$ cat src/rtl/dmem_arb_pkg.sv
// Shared types and sizing helpers for the data-memory arbiter.
// Holds no state; everything here is elaborated at compile time.
package dmem_arb_pkg;

   typedef enum logic [1:0] {
      REQ_M0   = 2'd0,
      REQ_M1   = 2'd1,
      REQ_NONE = 2'd2
   } req_id_e;

   localparam int unsigned DMEM_DEPTH_DFLT = 1024;

   function automatic int unsigned wait_cnt_w(input int unsigned max_wait);
      return $clog2(max_wait + 1);
   endfunction

endpackage

$ cat src/rtl/dmem_arb_if.sv
// One requester port of the data-memory arbiter: request/grant plus registered read response.
// The requester holds req/we/addr/wdata stable until it samples gnt=1.
interface dmem_arb_if #(
   parameter int unsigned DATA_W = 32,
   parameter int unsigned ADDR_W = 32
);
   logic              req;
   logic              we;
   logic [ADDR_W-1:0] addr;
   logic [DATA_W-1:0] wdata;
   logic              gnt;
   logic              rvalid;
   logic [DATA_W-1:0] rdata;
   logic              err;

   modport master (output req, we, addr, wdata, input gnt, rvalid, rdata, err);
   modport slave  (input req, we, addr, wdata, output gnt, rvalid, rdata, err);
endinterface

$ cat src/rtl/dmem_arb_pick.sv
// Winner selection: M0 has fixed priority unless M1 has already waited MAX_WAIT cycles.
// Purely combinational, zero latency.
module dmem_arb_pick
   import dmem_arb_pkg::*;
#(
   parameter int unsigned MAX_WAIT = 4,
   parameter int unsigned CNT_W    = wait_cnt_w(MAX_WAIT)
) (
   input  logic             m0_req_i,
   input  logic             m1_req_i,
   input  logic [CNT_W-1:0] wait_cnt_i,
   output req_id_e          winner_o
);

   always_comb begin
      winner_o = REQ_NONE;
      if (m0_req_i && m1_req_i) begin
         winner_o = (wait_cnt_i == CNT_W'(MAX_WAIT)) ? REQ_M1 : REQ_M0;
      end else if (m0_req_i) begin
         winner_o = REQ_M0;
      end else if (m1_req_i) begin
         winner_o = REQ_M1;
      end
   end

endmodule

$ cat src/rtl/dmem_arbiter.sv
// Two-port arbiter in front of a single-port data memory; grant in 0 cycles, read data 1 cycle later.
// Optional bounds checking under DMEM_ARB_BOUNDS_CHECK_EN suppresses out-of-range accesses and flags err.
module dmem_arbiter
   import dmem_arb_pkg::*;
#(
   parameter int unsigned DATA_W   = 32,
   parameter int unsigned ADDR_W   = 32,
   parameter int unsigned DEPTH    = DMEM_DEPTH_DFLT,
   parameter int unsigned MAX_WAIT = 4
) (
   input  logic              clk_i,
   input  logic              rst_ni,
   dmem_arb_if.slave         m0_io,
   dmem_arb_if.slave         m1_io,
   output logic              mem_write_o,
   output logic              mem_read_o,
   output logic [ADDR_W-1:0] address_o,
   output logic [DATA_W-1:0] write_data_o,
   input  logic [DATA_W-1:0] read_data_i
);

   localparam int unsigned CNT_W = wait_cnt_w(MAX_WAIT);

   logic [CNT_W-1:0]  wait_cnt_q, wait_cnt_d;
   req_id_e           pick_id, winner;
   logic              win_we, win_oob;
   logic [ADDR_W-1:0] win_addr;
   logic [DATA_W-1:0] win_wdata, rd_data;
   logic              m0_oob, m1_oob;
   logic [1:0]        rvalid_q, rvalid_d, err_q, err_d;
   logic [DATA_W-1:0] rdata0_q, rdata0_d, rdata1_q, rdata1_d;

`ifdef DMEM_ARB_BOUNDS_CHECK_EN
   assign m0_oob = (m0_io.addr >= ADDR_W'(DEPTH));
   assign m1_oob = (m1_io.addr >= ADDR_W'(DEPTH));
`else
   assign m0_oob = 1'b0;
   assign m1_oob = 1'b0;
`endif

   dmem_arb_pick #(.MAX_WAIT(MAX_WAIT), .CNT_W(CNT_W)) u_pick (
      .m0_req_i   (m0_io.req),
      .m1_req_i   (m1_io.req),
      .wait_cnt_i (wait_cnt_q),
      .winner_o   (pick_id)
   );

   // Reset masks the grant so nothing reaches memory or the response registers.
   assign winner = rst_ni ? pick_id : REQ_NONE;

   always_comb begin
      win_we    = 1'b0;
      win_oob   = 1'b0;
      win_addr  = '0;
      win_wdata = '0;
      case (winner)
         REQ_M0: begin
            win_we    = m0_io.we;
            win_oob   = m0_oob;
            win_addr  = m0_io.addr;
            win_wdata = m0_io.wdata;
         end
         REQ_M1: begin
            win_we    = m1_io.we;
            win_oob   = m1_oob;
            win_addr  = m1_io.addr;
            win_wdata = m1_io.wdata;
         end
         default: ;
      endcase
   end

   assign m0_io.gnt    = (winner == REQ_M0);
   assign m1_io.gnt    = (winner == REQ_M1);
   assign mem_write_o  = (winner != REQ_NONE) &&  win_we && !win_oob;
   assign mem_read_o   = (winner != REQ_NONE) && !win_we && !win_oob;
   assign address_o    = win_addr;
   assign write_data_o = win_wdata;
   assign rd_data      = win_oob ? '0 : read_data_i;

   always_comb begin
      wait_cnt_d = '0;
      if (m1_io.req && (winner != REQ_M1)) begin
         wait_cnt_d = (wait_cnt_q == CNT_W'(MAX_WAIT)) ? wait_cnt_q : wait_cnt_q + 1'b1;
      end
   end

   always_comb begin
      rvalid_d = '0;
      err_d    = '0;
      rdata0_d = rdata0_q;
      rdata1_d = rdata1_q;
      case (winner)
         REQ_M0: begin
            rvalid_d[0] = !win_we;
            err_d[0]    = win_oob;
            if (!win_we) rdata0_d = rd_data;
         end
         REQ_M1: begin
            rvalid_d[1] = !win_we;
            err_d[1]    = win_oob;
            if (!win_we) rdata1_d = rd_data;
         end
         default: ;
      endcase
   end

   always_ff @(posedge clk_i) begin
      if (!rst_ni) begin
         wait_cnt_q <= '0;
         rvalid_q   <= '0;
         err_q      <= '0;
         rdata0_q   <= '0;
         rdata1_q   <= '0;
      end else begin
         wait_cnt_q <= wait_cnt_d;
         rvalid_q   <= rvalid_d;
         err_q      <= err_d;
         rdata0_q   <= rdata0_d;
         rdata1_q   <= rdata1_d;
      end
   end

   assign m0_io.rvalid = rvalid_q[0];
   assign m1_io.rvalid = rvalid_q[1];
   assign m0_io.rdata  = rdata0_q;
   assign m1_io.rdata  = rdata1_q;
   assign m0_io.err    = err_q[0];
   assign m1_io.err    = err_q[1];

endmodule

$ cat src/flat_wrapper.sv
// flat-port wrapper written by rule: the top's interface ports become plain ports
module dmem_arbiter_flat import dmem_arb_pkg::*;
#(
   parameter int unsigned DATA_W   = 32,
   parameter int unsigned ADDR_W   = 32,
   parameter int unsigned DEPTH    = DMEM_DEPTH_DFLT,
   parameter int unsigned MAX_WAIT = 4
)
  (clk_i, rst_ni, mem_write_o, mem_read_o, address_o, write_data_o, read_data_i, m0_io_req, m0_io_we, m0_io_addr, m0_io_wdata, m0_io_gnt, m0_io_rvalid, m0_io_rdata, m0_io_err, m1_io_req, m1_io_we, m1_io_addr, m1_io_wdata, m1_io_gnt, m1_io_rvalid, m1_io_rdata, m1_io_err);
  dmem_arb_if #(.DATA_W(DATA_W), .ADDR_W(ADDR_W)) m0_io_i ();
  dmem_arb_if #(.DATA_W(DATA_W), .ADDR_W(ADDR_W)) m1_io_i ();
  input  logic clk_i;
  input  logic rst_ni;
  output logic mem_write_o;
  output logic mem_read_o;
  output logic [ADDR_W-1:0] address_o;
  output logic [DATA_W-1:0] write_data_o;
  input  logic [DATA_W-1:0] read_data_i;
  input wire logic [$bits(m0_io_i.req)-1:0] m0_io_req;
  input wire logic [$bits(m0_io_i.we)-1:0] m0_io_we;
  input wire logic [$bits(m0_io_i.addr)-1:0] m0_io_addr;
  input wire logic [$bits(m0_io_i.wdata)-1:0] m0_io_wdata;
  output wire logic [$bits(m0_io_i.gnt)-1:0] m0_io_gnt;
  output wire logic [$bits(m0_io_i.rvalid)-1:0] m0_io_rvalid;
  output wire logic [$bits(m0_io_i.rdata)-1:0] m0_io_rdata;
  output wire logic [$bits(m0_io_i.err)-1:0] m0_io_err;
  input wire logic [$bits(m1_io_i.req)-1:0] m1_io_req;
  input wire logic [$bits(m1_io_i.we)-1:0] m1_io_we;
  input wire logic [$bits(m1_io_i.addr)-1:0] m1_io_addr;
  input wire logic [$bits(m1_io_i.wdata)-1:0] m1_io_wdata;
  output wire logic [$bits(m1_io_i.gnt)-1:0] m1_io_gnt;
  output wire logic [$bits(m1_io_i.rvalid)-1:0] m1_io_rvalid;
  output wire logic [$bits(m1_io_i.rdata)-1:0] m1_io_rdata;
  output wire logic [$bits(m1_io_i.err)-1:0] m1_io_err;
  assign m0_io_i.req = m0_io_req;
  assign m0_io_i.we = m0_io_we;
  assign m0_io_i.addr = m0_io_addr;
  assign m0_io_i.wdata = m0_io_wdata;
  assign m0_io_gnt = m0_io_i.gnt;
  assign m0_io_rvalid = m0_io_i.rvalid;
  assign m0_io_rdata = m0_io_i.rdata;
  assign m0_io_err = m0_io_i.err;
  assign m1_io_i.req = m1_io_req;
  assign m1_io_i.we = m1_io_we;
  assign m1_io_i.addr = m1_io_addr;
  assign m1_io_i.wdata = m1_io_wdata;
  assign m1_io_gnt = m1_io_i.gnt;
  assign m1_io_rvalid = m1_io_i.rvalid;
  assign m1_io_rdata = m1_io_i.rdata;
  assign m1_io_err = m1_io_i.err;
  dmem_arbiter #(.DATA_W(DATA_W), .ADDR_W(ADDR_W), .DEPTH(DEPTH), .MAX_WAIT(MAX_WAIT)) u_core (.clk_i(clk_i), .rst_ni(rst_ni), .m0_io(m0_io_i), .m1_io(m1_io_i), .mem_write_o(mem_write_o), .mem_read_o(mem_read_o), .address_o(address_o), .write_data_o(write_data_o), .read_data_i(read_data_i));
endmodule
$ cat config.mk
export PLATFORM = sky130hd
export DESIGN_NAME = dmem_arbiter_flat
export DESIGN_NICKNAME = d
export VERILOG_FILES = /design/src/rtl/dmem_arb_pkg.sv /design/src/rtl/dmem_arb_if.sv /design/src/rtl/dmem_arb_pick.sv /design/src/rtl/dmem_arbiter.sv /design/src/flat_wrapper.sv
export SDC_FILE = /design/constraint.sdc
export NUM_CORES = 1
export LEC_CHECK = 0
export BUFFER_PORTS_ARGS = -buffer_cell sky130_fd_sc_hd__buf_4
export CAP_MARGIN = 10
export CORE_AREA = 2 2 118 120
export DETAILED_ROUTE_END_ITERATION = 10
export DIE_AREA = 0 0 120 122
export PLACE_DENSITY = 0.73
export SYNTH_ARGS = -nofsm -noshare
export SYNTH_HDL_FRONTEND = slang
export SYNTH_SLANG_ARGS = --single-unit
export TNS_END_PERCENT = 50
$ cat constraint.sdc
create_clock -name clk_i -period 2.2 [get_ports clk_i]
set_clock_uncertainty 0.2 [all_clocks]
set_input_delay 0.33 -clock clk_i [delete_from_list [all_inputs] [get_ports clk_i]]
set_output_delay 0.33 -clock clk_i [all_outputs]
set_load 0.005 [all_outputs]
After elaboration in Yosys (flattened, before gate mapping)
Cells that the tools add are included.

storage, ports and cells
  bits in read-only memories = 0
  memories = 0
  register bits = 69
  input bits = 166
  RAM bits = 0
  bits in latches = 0
  logic and storage cells = 30
  output and inout port bits = 136

cells by class
  add/subtract/negate cells = 1
  bitwise operators = 1
  mux-type cells = 8
  shifts and indexed selects = 0
  $mul = 0
  magnitude comparators = 0
  equal/unequal tests = 4
  reductions and logical operators = 11
  divide/modulo/power cells = 0

operators with widths
  kind                   number
  $pmux W32 S2           2
  $reduce_and A2 Y1      5
  $mux W2                4
  $logic_and A1 B1 Y1    4
  $add A3 B1 Y3 const B  1
  $eq A3 B3 Y1 const B   1
  $eq A2 B1 Y1 const B   1
  $logic_not A2 Y1       1
  $ne A2 B1 Y1 const B   1
  $ne A2 B2 Y1 const B   1
  $pmux W1 S2            1
  $logic_not A1 Y1       1
  $mux W1                1
  $not A1 Y1             1

Longest topological paths before layout
Gate-level depths: netlist of the first run.

  depth after elaboration = 8
  mapped depth = 7
  depth with buffers taken out = 5

Modules after synthesis
From an unflattened synthesis of the first run, not the netlist that was laid out.

unflattened totals
  cell total of the unflattened synthesis = 391
  area, all modules = 3134.3 sq um

modules (own cells, without submodules)
  module         times used  cells each  area each (sq um)  sequential area each (sq um)
  dmem_arbiter   1           388         3114.2             1381.3
  dmem_arb_pick  1           3           20.0               0.0

Worst setup path before layout of the first run
Ideal clock, no wire load.

  path type = register to output
  from = register u_core.wait_cnt_q[0]
  to = output write_data_o[22]
  setup slack = 282 ps
  required time = 1670 ps
  buffers on the path = 2
  data arrival time = 1388 ps
  stages on the path, launching flop included = 8
  cell sequence = dfxtp_1 -> inv_1 -> ha_1 -> a21bo_2 -> and2_4 -> buf_6 -> buf_6 -> o21ai_2

on the way
  word-level cells in the longest chain between the ends = 6
  elaborated cells on any way between the ends = 7
  those cells by class = eq/ne (2); mux (4); reduce/logical (1)

ends and longest elaborated chain
  element                   line                 RTL
  start: declaration        dmem_arbiter.sv:24   logic [CNT_W-1:0] wait_cnt_q, wait_cnt_d;
  start signal: assignment  dmem_arbiter.sv:116  wait_cnt_q <= wait_cnt_d;
  $eq A3 B3 Y1              dmem_arb_pick.sv:18  winner_o = (wait_cnt_i == CNT_W'(MAX_WAIT)) ? REQ_M1 : REQ_M0;
  $mux W1                   dmem_arb_pick.sv:18
  $mux W2                   dmem_arb_pick.sv:17  if (m0_req_i && m1_req_i) begin
  $mux W2                   dmem_arbiter.sv:49   assign winner = rst_ni ? pick_id : REQ_NONE;
  $eq A2 B1 Y1              -
  named net m1_io_gnt       flat_wrapper.sv:31   output wire logic [$bits(m1_io_i.gnt)-1:0] m1_io_gnt;
  $pmux W32 S2              dmem_arbiter.sv:56   case (winner)
  end: declaration          flat_wrapper.sv:17   output logic [DATA_W-1:0] write_data_o;

The timed path passes the listed nets, and every way through them passes these cells.

Final worst setup path of the first run
  from = register u_core.wait_cnt_q[1]
  to = output write_data_o[29]

on the way
  word-level cells in the longest chain between the ends = 6
  elaborated cells on any way between the ends = 7
  those cells by class = eq/ne (2); mux (4); reduce/logical (1)

ends and longest elaborated chain
  element                                           line
  $eq A3 B3 Y1 *                                    dmem_arb_pick.sv:18
  $mux W1 *                                         dmem_arb_pick.sv:18
  $mux W2 *                                         dmem_arb_pick.sv:17
  $mux W2 *                                         dmem_arbiter.sv:49
  $eq A2 B1 Y1 or $logic_not A2 Y1 (tied branches)  dmem_arbiter.sv:56
  $pmux W32 S2 *                                    dmem_arbiter.sv:56

Mark *: on every way between the ends. The rest lies on a longest branch, timed or not.

==> flow_summary.yaml, run 1 <==
cts:
  htreeDepth: 3
  cts_buffers: 9
  ctsHoldBuffers: 0
  cts_num_sinks: 69
  clk_latency_ns: 0.32
  clk_path_buf_depth: 2
  tritoncts: "done"
  clk_pin_slew_ns: 0.06
  root_buffer: "clkbuf_16"
die:
  fp.dieW_um: 120
  core.rowCount: 43
  io_pins: 302
  die_h_um: 122
  start_util_pct: 28.8
  dieArea_um2: 14600
  core_area_um2: 13500
grt:
  overflow: 0
  grt.met2_usage_pct: 34.3
  grt_max_degree: 82
  use_met1_pct: 21.5
  busiest_layer: "met2"
  grt_pass1_vias: 4399
  grt_pass1_wl_um: 22800
  grt_use_total_pct: 19.6
  antenna_found_initial: 2
  grtUsageMet3_pct: 7.44
finish:
  finalNonFillerCells: 977
  final_common_cell: "buf_4"
  drive_above_1_share_pct: 55.2
  nFillCells: 1286
  fin_nets: 959
  design_area_um2: 7150
  final-seq-area_um2: 1380
  area_growth_pct: 84.0
  multi_input_area_um2: 2470
  final_cell_mix: "306 x buf_4, 162 x nand2_1, 67 x dfxtp_1"
yosys:
  ys.warnings.count: 0
  yosys_most_used_dff: "dfxtp_1"
  netlist_area_um2: 3890
  synthTopCellsByArea: "dfxtp_1 36%, mux2i_1 17%, nand2_1 16%, o21ai_2 8.8%, nand3_1 8.6%"
  synth_top_area_cell: "dfxtp_1"
  syn_area_per_cell_um2: 7.82
  ys_seq_area_share_pct: 35.5
  ys_types: 27
  async_flop_share_pct: 0
  synth_edf_count: 0
  synthCells: 497
  ys_ff_latch: 69
  yosysTopAreaCellShare_pct: 35.5
worst_setup_path:
  arrival_ns: 1.71
  r2r-end: "u_core.m0_io.rdata[6]"
  start_kind: "register"
  r2r-start: "u_core.wait_cnt_q[1]"
  endpoint: "write_data_o[29]"
  critPathLaunch: "u_core.wait_cnt_q[1]"
  worstPathRequired_ns: 1.67
  path_max_fanout: 6
  critPathCaptureType: "output port"
  r2r_cells: 8
  rrSetupSlack_ns: 0.23
  worstSetupPathType: "reg2out"
power_and_ir_drop:
  p_leak_nw: 3.48
  clockPowerShare_pct: 43.3
  peakVddDrop_v: 0.000430
  switching_share_pct: 24.7
  p_seq_share_pct: 33.7
  power.internal_mw: 2.91
  comb_power_share_pct: 23.0
  power_switching_mw: 0.953
  power_density_nw_per_um2: 540
drt:
  final_antenna_net_count: 0
  drt-total-wl_um: 15600
  drt_iter0_drc: 194
  routedWlPerCell_um: 15.9
  num_vias: 4630
  drc: 0
  first_pass_iters: 4
  viasPerCell: 4.74
sta:
  worst_slack_ns: -0.0432
  period_share_pct: 102
  fin_crit_ns: 2.24
  worst_pin_slew_ns: 0.752
  rsz0062_at_grt: "true"
  setup_violations: 35
  drv_slew: 0
  relSlewSlack_pct: 49.9
  clock.fmax_mhz: 446
  hold_viol: 0
place:
  finalWeightedCongestion: 0.769
  io_buffers: 299
  dp_cells: 944
  dp_hpwl_um: 11100
  dpl_cell_area_um2: 6240
  place_worst_setup_slack_ns: 0.0520
hold_path:
  hold_path_class: "in2reg"
run_status:
  violations: "negative setup slack"
  status: "complete, but fails checks"
run:
  maxCapViolations: 0
==> power groups by stage <==
stage	sequential (mW)	clock, mW	combinational, mW
global placement	1.33	0	0.775
finish	1.30	1.67	0.888
floorplan	1.33	0	0.307
CTS	1.30	1.71	0.836
detailed placement	1.33	0	0.780
global route	1.31	1.75	0.958
==> per-layer routing <==
metal | up-vias | wire length (µm)
met4 | 2 | 444
met5 | - | 13
met3 | 34 | 1550
li1 | 2257 | -
met1 | 2127 | 5840
met2 | 210 | 7710
==> worst min path at each step <==
stage | from | endpoint | cells after the start
finish | read_data_i[17] | u_core.m1_io.rdata[17] | 3
global route | read_data_i[17] | u_core.m1_io.rdata[17] | 3
CTS | read_data_i[17] | u_core.m1_io.rdata[17] | 3
detailed placement | u_core.m0_io.rdata[10] | u_core.m0_io.rdata[10] | 2
global placement | u_core.wait_cnt_q[0] | u_core.wait_cnt_q[0] | 1
floorplan | u_core.wait_cnt_q[0] | u_core.wait_cnt_q[0] | 1
==> state kept, by name, summed over array words and instances (netlist names) <==
name	flops
u_core.m0_io.rdata	32
u_core.m1_io.rdata	32
u_core.rvalid_q	2
u_core.wait_cnt_q	3
==> area by class of cell <==
class | instances | share of cell area [%]
Inverter | 3 | 0.158
Antenna cell | 1 | 0.0350
Sequential cell | 69 | 19.4
Tap cell | 180 | 3.15
Clock buffer | 9 | 3.15
Clock inverter | 7 | 1.70
Timing Repair Buffer | 328 | 37.9
Multi-Input combinational cell | 380 | 34.6
==> stage by stage <==
step | hold WS [ns] | util (%) | TNS [ns] | total power, mW
final | 0.0760 | 52.9 | -0.583 | 3.86
after CTS | 0.0678 | 50.9 | -2.33 | 3.85
after detailed placement | 0.248 | 46.2 | 0 | 2.11
after global placement | 0.241 | 46.2 | 0 | 2.10
after floorplan | 0.225 | - | 0 | 1.64
after global routing | 0.0892 | 52.9 | -3.28 | 4.02
==> what timing repair did <==
item,4_1_cts,5_1_grt
gates resized for setup,59,52
setup buffers,8,1
pin swaps,16,51
endpoints found under the setup margin,67,67
gates cloned,4,4
==> critical path, cell delays in order (launching register included) <==
cell	delay (ns)
dfxtp_2	0.33
inv_2	0.04
ha_4	0.15
a21bo_4	0.24
and2_4	0.20
clkbuf_16	0.17
o21ai_2	0.12
buf_4	0.13
==> synth_stat cells, types with 2 or more instances <==
master / count
o21ai_0: 25
nor2_1: 2
a21boi_0: 2
nand2_1: 162
o21ai_2: 39
nand3b_1: 2
mux2i_1: 65
nand3_1: 67
clkbuf_1: 19
buf_2: 13
ha_1: 2
inv_1: 3
dfxtp_1: 69
buf_4: 6
buf_6: 9
==> logic make-up (layout without fill, tap and decap cells) <==
group | after synthesis | in the layout | share of synthesized area (%)
compound gates | 68 | 68 | 12.8
fa+ha+maj | 2 | 2 | 0.644
buf+inv | 51 | 347 | 7.66
flops | 69 | 69 | 35.5
mux | 65 | 65 | 16.7
other cells | 1 | 3 | 0.0965
simple gates | 241 | 243 | 26.5
Power figures use the tool's default switching activity.
==> run 2, diff against run 1 <==
- PLACE_DENSITY: 0.73 -> 0.71
==> run 2 against run 1 <==
  * Sequential power about the same
  * Cell area down 0.75%
  * Register-to-register slack about the same
  * Worst hold slack worse by 0.0043 ns
  * Critical endpoint is now address_o[10]
  * Via count up 0.17%
  * Sequential cell count unchanged
  * Fmax down 4.0%
  * The run still ends with negative setup slack left
  * Setup slack worse by 0.093 ns
  * Non-clock buffer count unchanged
  * Largest power group unchanged
==> flow_summary.yaml, run 2 (synthesis gave the netlist of run 1 again) <==
grt:
  busiest_layer: "met2"
  antenna_found_initial: 0
  use_met1_pct: 22.0
  grt.met2_usage_pct: 34.8
  grt_max_degree: 66
  grtUsageMet3_pct: 7.26
  grt_pass1_vias: 4398
  grt_pass1_wl_um: 23200
  overflow: 0
  grt_use_total_pct: 20.3
die:
  io_pins: 302
  core.rowCount: 43
  core_area_um2: 13500
  dieArea_um2: 14600
  fp.dieW_um: 120
  die_h_um: 122
  start_util_pct: 28.8
sta:
  hold_ws_ns: 0.0717
  fin_crit_ns: 2.34
  relSlewSlack_pct: 52.6
  period_share_pct: 106
  hold_viol: 0
  worst_slack_ns: -0.136
  setup_violations: 64
  clock.fmax_mhz: 428
  rsz0062_at_grt: "true"
  drv_slew: 0
  worst_pin_slew_ns: 0.711
worst_setup_path:
  worstPathRequired_ns: 1.67
  path_max_fanout: 6
  cp_num_buf_inv: 4
  cp_top_family: "buffers and inverters"
  worstSetupPathType: "reg2out"
  critPathCaptureType: "output port"
  critPathSlowestCell: "dfxtp_2"
  critPathMaxStageDelay_ns: 0.33
  start_kind: "register"
  arrival_ns: 1.81
  crit_chain: "inv_2, ha_4, a21bo_4, and2_4, buf_8, buf_12, o21ai_4, buf_6"
drt:
  drt-total-wl_um: 15800
  routedWlPerCell_um: 16.2
  final_antenna_net_count: 0
  drt_iter0_drc: 297
  first_pass_iters: 4
  viasPerCell: 4.76
  num_vias: 4638
  drc: 0
finish:
  drive_above_1_share_pct: 53.9
  fin_nets: 957
  insertedDiodeCount: 0
  final_common_cell: "buf_4"
  area_growth_pct: 82.6
  final_cell_mix: "304 x buf_4, 162 x nand2_1, 67 x dfxtp_1"
place:
  finalWeightedCongestion: 0.869
  place_worst_setup_slack_ns: -0.00409
  dp_hpwl_um: 10700
  io_buffers: 299
power_and_ir_drop:
  power_density_nw_per_um2: 513
  p_leak_nw: 3.46
  total_power_mw: 3.64
  peakVddDrop_v: 0.000548
cts:
  tritoncts: "done"
  cts_num_sinks: 69
  cts_buffers: 9
  clk_pin_slew_ns: 0.06
  root_buffer: "clkbuf_16"
  htreeDepth: 3
  clk_path_buf_depth: 2
  clk_latency_ns: 0.32
run_status:
  status: "complete, but fails checks"
  violations: "negative setup slack"
run:
  maxCapViolations: 0
hold_path:
  hold_path_class: "in2reg"
run 2: cell count changes in the layout (fill, tap and decap cells not counted), moves of 2 or more:
cell	before	now
o21ai_2	59	57
buf_16	3	7
and2_4	3	1
nand3_1	50	59
nand3_2	17	8
o21ai_4	5	7
bufinv_16	3	1
buf_4	306	304
clkbuf_16	12	9
run 2: where the power goes:
| part | internal (mW) | switching [mW] | leakage (nW) |
|---|---|---|---|
| Sequential | 1.29 | 0.0182 | 0.561 |
| Combinational | 0.517 | 0.382 | 2.75 |
| Clock | 0.880 | 0.559 | 0.146 |
| Total | 2.68 | 0.960 | 3.46 |
run 2: path summary, 6_finish.rpt:
check | endpoint | startpoint | slack [ns] | cells after the start
worst min register to register | u_core.m0_io.rdata[22] | u_core.m0_io.rdata[22] | 0.26 | 2
worst max register to register | u_core.m1_io.rdata[11] | u_core.wait_cnt_q[0] | 0.23 | 8
worst max-delay path | address_o[10] | u_core.wait_cnt_q[0] | -0.14 | 8
worst min-delay path | u_core.m1_io.rdata[22] | read_data_i[22] | 0.07 | 3
run 2: tightest hold or removal path, cell delays in order:
cell	delay (ns)
buf_4	0.08
nand2_1	0.05
mux2i_1	0.11
run 2: layout make-up:
cell class / instances / area, µm²
fill: 1335 / 6410
timing repair buffer: 328 / 2750
multi-input combinational: 378 / 2420
sequential: 69 / 1380
clock buffer: 9 / 225
tap: 180 / 225
clock inverter: 7 / 73.8
inverter: 3 / 11.3
run 2: routing by layer:
metal,vias to the layer above,wire [µm]
met5,-,0
met4,0,686
met3,41,1460
met2,227,7520
met1,2118,6090
li1,2252,-
run 2: stage by stage:
| step | cells | util [%] | TNS [ns] | instance area (µm²) |
|---|---|---|---|---|
| 2_1_floorplan | 498 | - | 0 | 3890 |
| 3_3_place_gp | 939 | 46.1 | 0 | 6230 |
| 3_5_place_dp | 939 | 46.1 | -0.00409 | 6230 |
| 4_1_cts | 976 | 52.0 | -7.61 | 7030 |
| 5_1_grt | 974 | 52.5 | -9.74 | 7100 |
| 6_report | 974 | 52.5 | -5.34 | 7100 |
run 2: timing repair:
item	in CTS	in global routing
gates cloned	10	0
setup endpoints to repair	68	68
buffers inserted	11	0
hold buffers	0	0
pin swaps	18	30
resized for setup	70	24
==> run 3, diff against run 2 <==
- PLACE_DENSITY: 0.71 -> not set
==> run 3 against run 2 <==
  * The flow now finishes without violations
  * Sequential share of layout area is 1.1 points higher
  * Combinational power is 6.6% lower
  * Worst hold slack worse by 0.00058 ns
  * Clock power is 4% lower
  * Setup slack better by 0.14 ns
  * Register-to-register slack better by 0.03 ns
  * Power is 3.2% lower
  * Sequential power hardly changed
  * Cell area is 5.1% lower
==> flow_summary.yaml, run 3 (synthesis gave the netlist of run 1 again) <==
drt:
  first_pass_iters: 4
  num_vias: 4687
  drt-total-wl_um: 16000
  viasPerCell: 4.85
  final_antenna_net_count: 0
  routedWlPerCell_um: 16.5
  drc: 0
  drt_iter0_drc: 214
worst_setup_path:
  critPathMaxStageDelay_ns: 0.33
  critPathCaptureType: "output port"
  critPathSlowestCell: "dfxtp_2"
  path_max_fanout: 9
  cp_num_buf_inv: 3
  rrSetupSlack_ns: 0.26
  crit_chain: "inv_2, ha_4, a21bo_4, and2_4, buf_12, o21ai_4, buf_4"
  worstSetupPathType: "reg2out"
  start_kind: "register"
  arrival_ns: 1.67
  cp_top_family: "compound AO/OA/AOI/OAI gates"
  worstPathRequired_ns: 1.67
cts:
  clk_latency_ns: 0.33
  clk_path_buf_depth: 2
  cts_num_sinks: 69
  ctsHoldBuffers: 0
  cts_buffers: 9
  tritoncts: "done"
  htreeDepth: 3
  clk_pin_slew_ns: 0.05
  root_buffer: "clkbuf_16"
sta:
  clock.fmax_mhz: 455
  period_share_pct: 99.8
  drv_slew: 0
  fin_crit_ns: 2.20
  setup_violations: 0
  finalSetupTns_ns: 0
  relSlewSlack_pct: 64.6
  worst_slack_ns: 0.00438
  rsz0062_at_grt: "true"
  hold_viol: 0
  worst_pin_slew_ns: 0.532
finish:
  final_cell_mix: "304 x buf_4, 162 x nand2_1, 67 x dfxtp_1"
  area_growth_pct: 73.2
  finalNonFillerCells: 966
  final_common_cell: "buf_4"
  fin_nets: 950
  insertedDiodeCount: 0
  drive_above_1_share_pct: 50.3
  nFillCells: 1294
grt:
  antenna_found_initial: 0
  grt_pass1_wl_um: 23800
  grt_max_degree: 67
  grt_use_total_pct: 20.8
  overflow: 0
  grt_pass1_vias: 4577
place:
  place_worst_setup_slack_ns: -0.193
  io_buffers: 299
  dp_cells: 939
  dp_hpwl_um: 11300
  finalWeightedCongestion: 0.923
power_and_ir_drop:
  p_leak_nw: 3.32
  peakVddDrop_v: 0.000470
  power_density_nw_per_um2: 524
hold_path:
  hold_path_class: "in2reg"
die:
  io_pins: 302
  start_util_pct: 28.8
  core.rowCount: 43
  die_h_um: 122
  dieArea_um2: 14600
  core_area_um2: 13500
  fp.dieW_um: 120
run:
  maxCapViolations: 0
run_status:
  status: "complete, no violations"
==> run 3: cell types whose count changed in the layout (fill, tap and decap cells not counted), sizes merged <==
cell,delta
bufbuf,-1
clkbuf,+1
and2,+6
a21bo,+1
clkinv,-1
inv,-1
buf,-13
==> run 3: power by group <==
group          internal (mW)  switching [mW]  leakage [nW]
Sequential              1.29          0.0185         0.561
Clock                  0.864           0.517         0.138
Combinational          0.477           0.363          2.62
Total                   2.63           0.898          3.32
==> run 3: layer usage <==
layer  up-vias  wire length, µm  GRT usage, %
met1      2163             5920          22.3
met2       237             7780          36.1
met4         0              567          10.0
li1       2249                -             -
met5         -                0             0
met3        38             1720          7.68
==> run 3: stage by stage <==
| step | hold WS [ns] | instance area, µm² | power, mW | utilization, % |
|---|---|---|---|---|
| 3_3_place_gp | 0.244 | 6190 | 2.09 | 45.8 |
| 2_1_floorplan | 0.225 | 3890 | 1.64 | - |
| 3_5_place_dp | 0.249 | 6190 | 2.10 | 45.8 |
| 4_1_cts | 0.0674 | 6700 | 3.55 | 49.6 |
| 5_1_grt | 0.0836 | 6730 | 3.67 | 49.9 |
| 6_report | 0.0712 | 6730 | 3.53 | 49.9 |
==> run 3: cell type report <==
| class | instances | area, µm² | area share [%] |
|---|---|---|---|
| multi-input combinational | 385 | 2350 | 34.9 |
| timing repair buffer | 314 | 2480 | 36.8 |
| sequential | 69 | 1380 | 20.6 |
| tap | 180 | 225 | 3.35 |
| clock buffer | 10 | 229 | 3.40 |
| inverter | 3 | 11.3 | 0.167 |
| clock inverter | 5 | 52.6 | 0.781 |
==> run 3: final timing paths <==
check | endpoint | cells past startpoint | start
setup / recovery | address_o[30] | 7 | u_core.wait_cnt_q[1]
hold / removal | u_core.m1_io.rdata[1] | 3 | read_data_i[1]
setup reg to reg | u_core.m0_io.rdata[22] | 8 | u_core.wait_cnt_q[1]
hold reg to reg | u_core.m0_io.rdata[10] | 2 | u_core.m0_io.rdata[10]
==> run 3: timing repair <==
action	4_1_cts	5_1_grt
gates resized for setup	39	16
pin swaps	19	15
endpoints found under the setup margin	68	61
gates cloned	9	0
setup buffers	3	0
==> run 3: worst reg2reg max path, stage by stage, from the launching register on <==
cell and delay, ns:
dfxtp_2 0.33, inv_2 0.04, ha_4 0.16, buf_4 0.13, buf_4 0.13, nand3_1 0.11
and4b_2 0.26, buf_12 0.25, mux2i_1 0.26
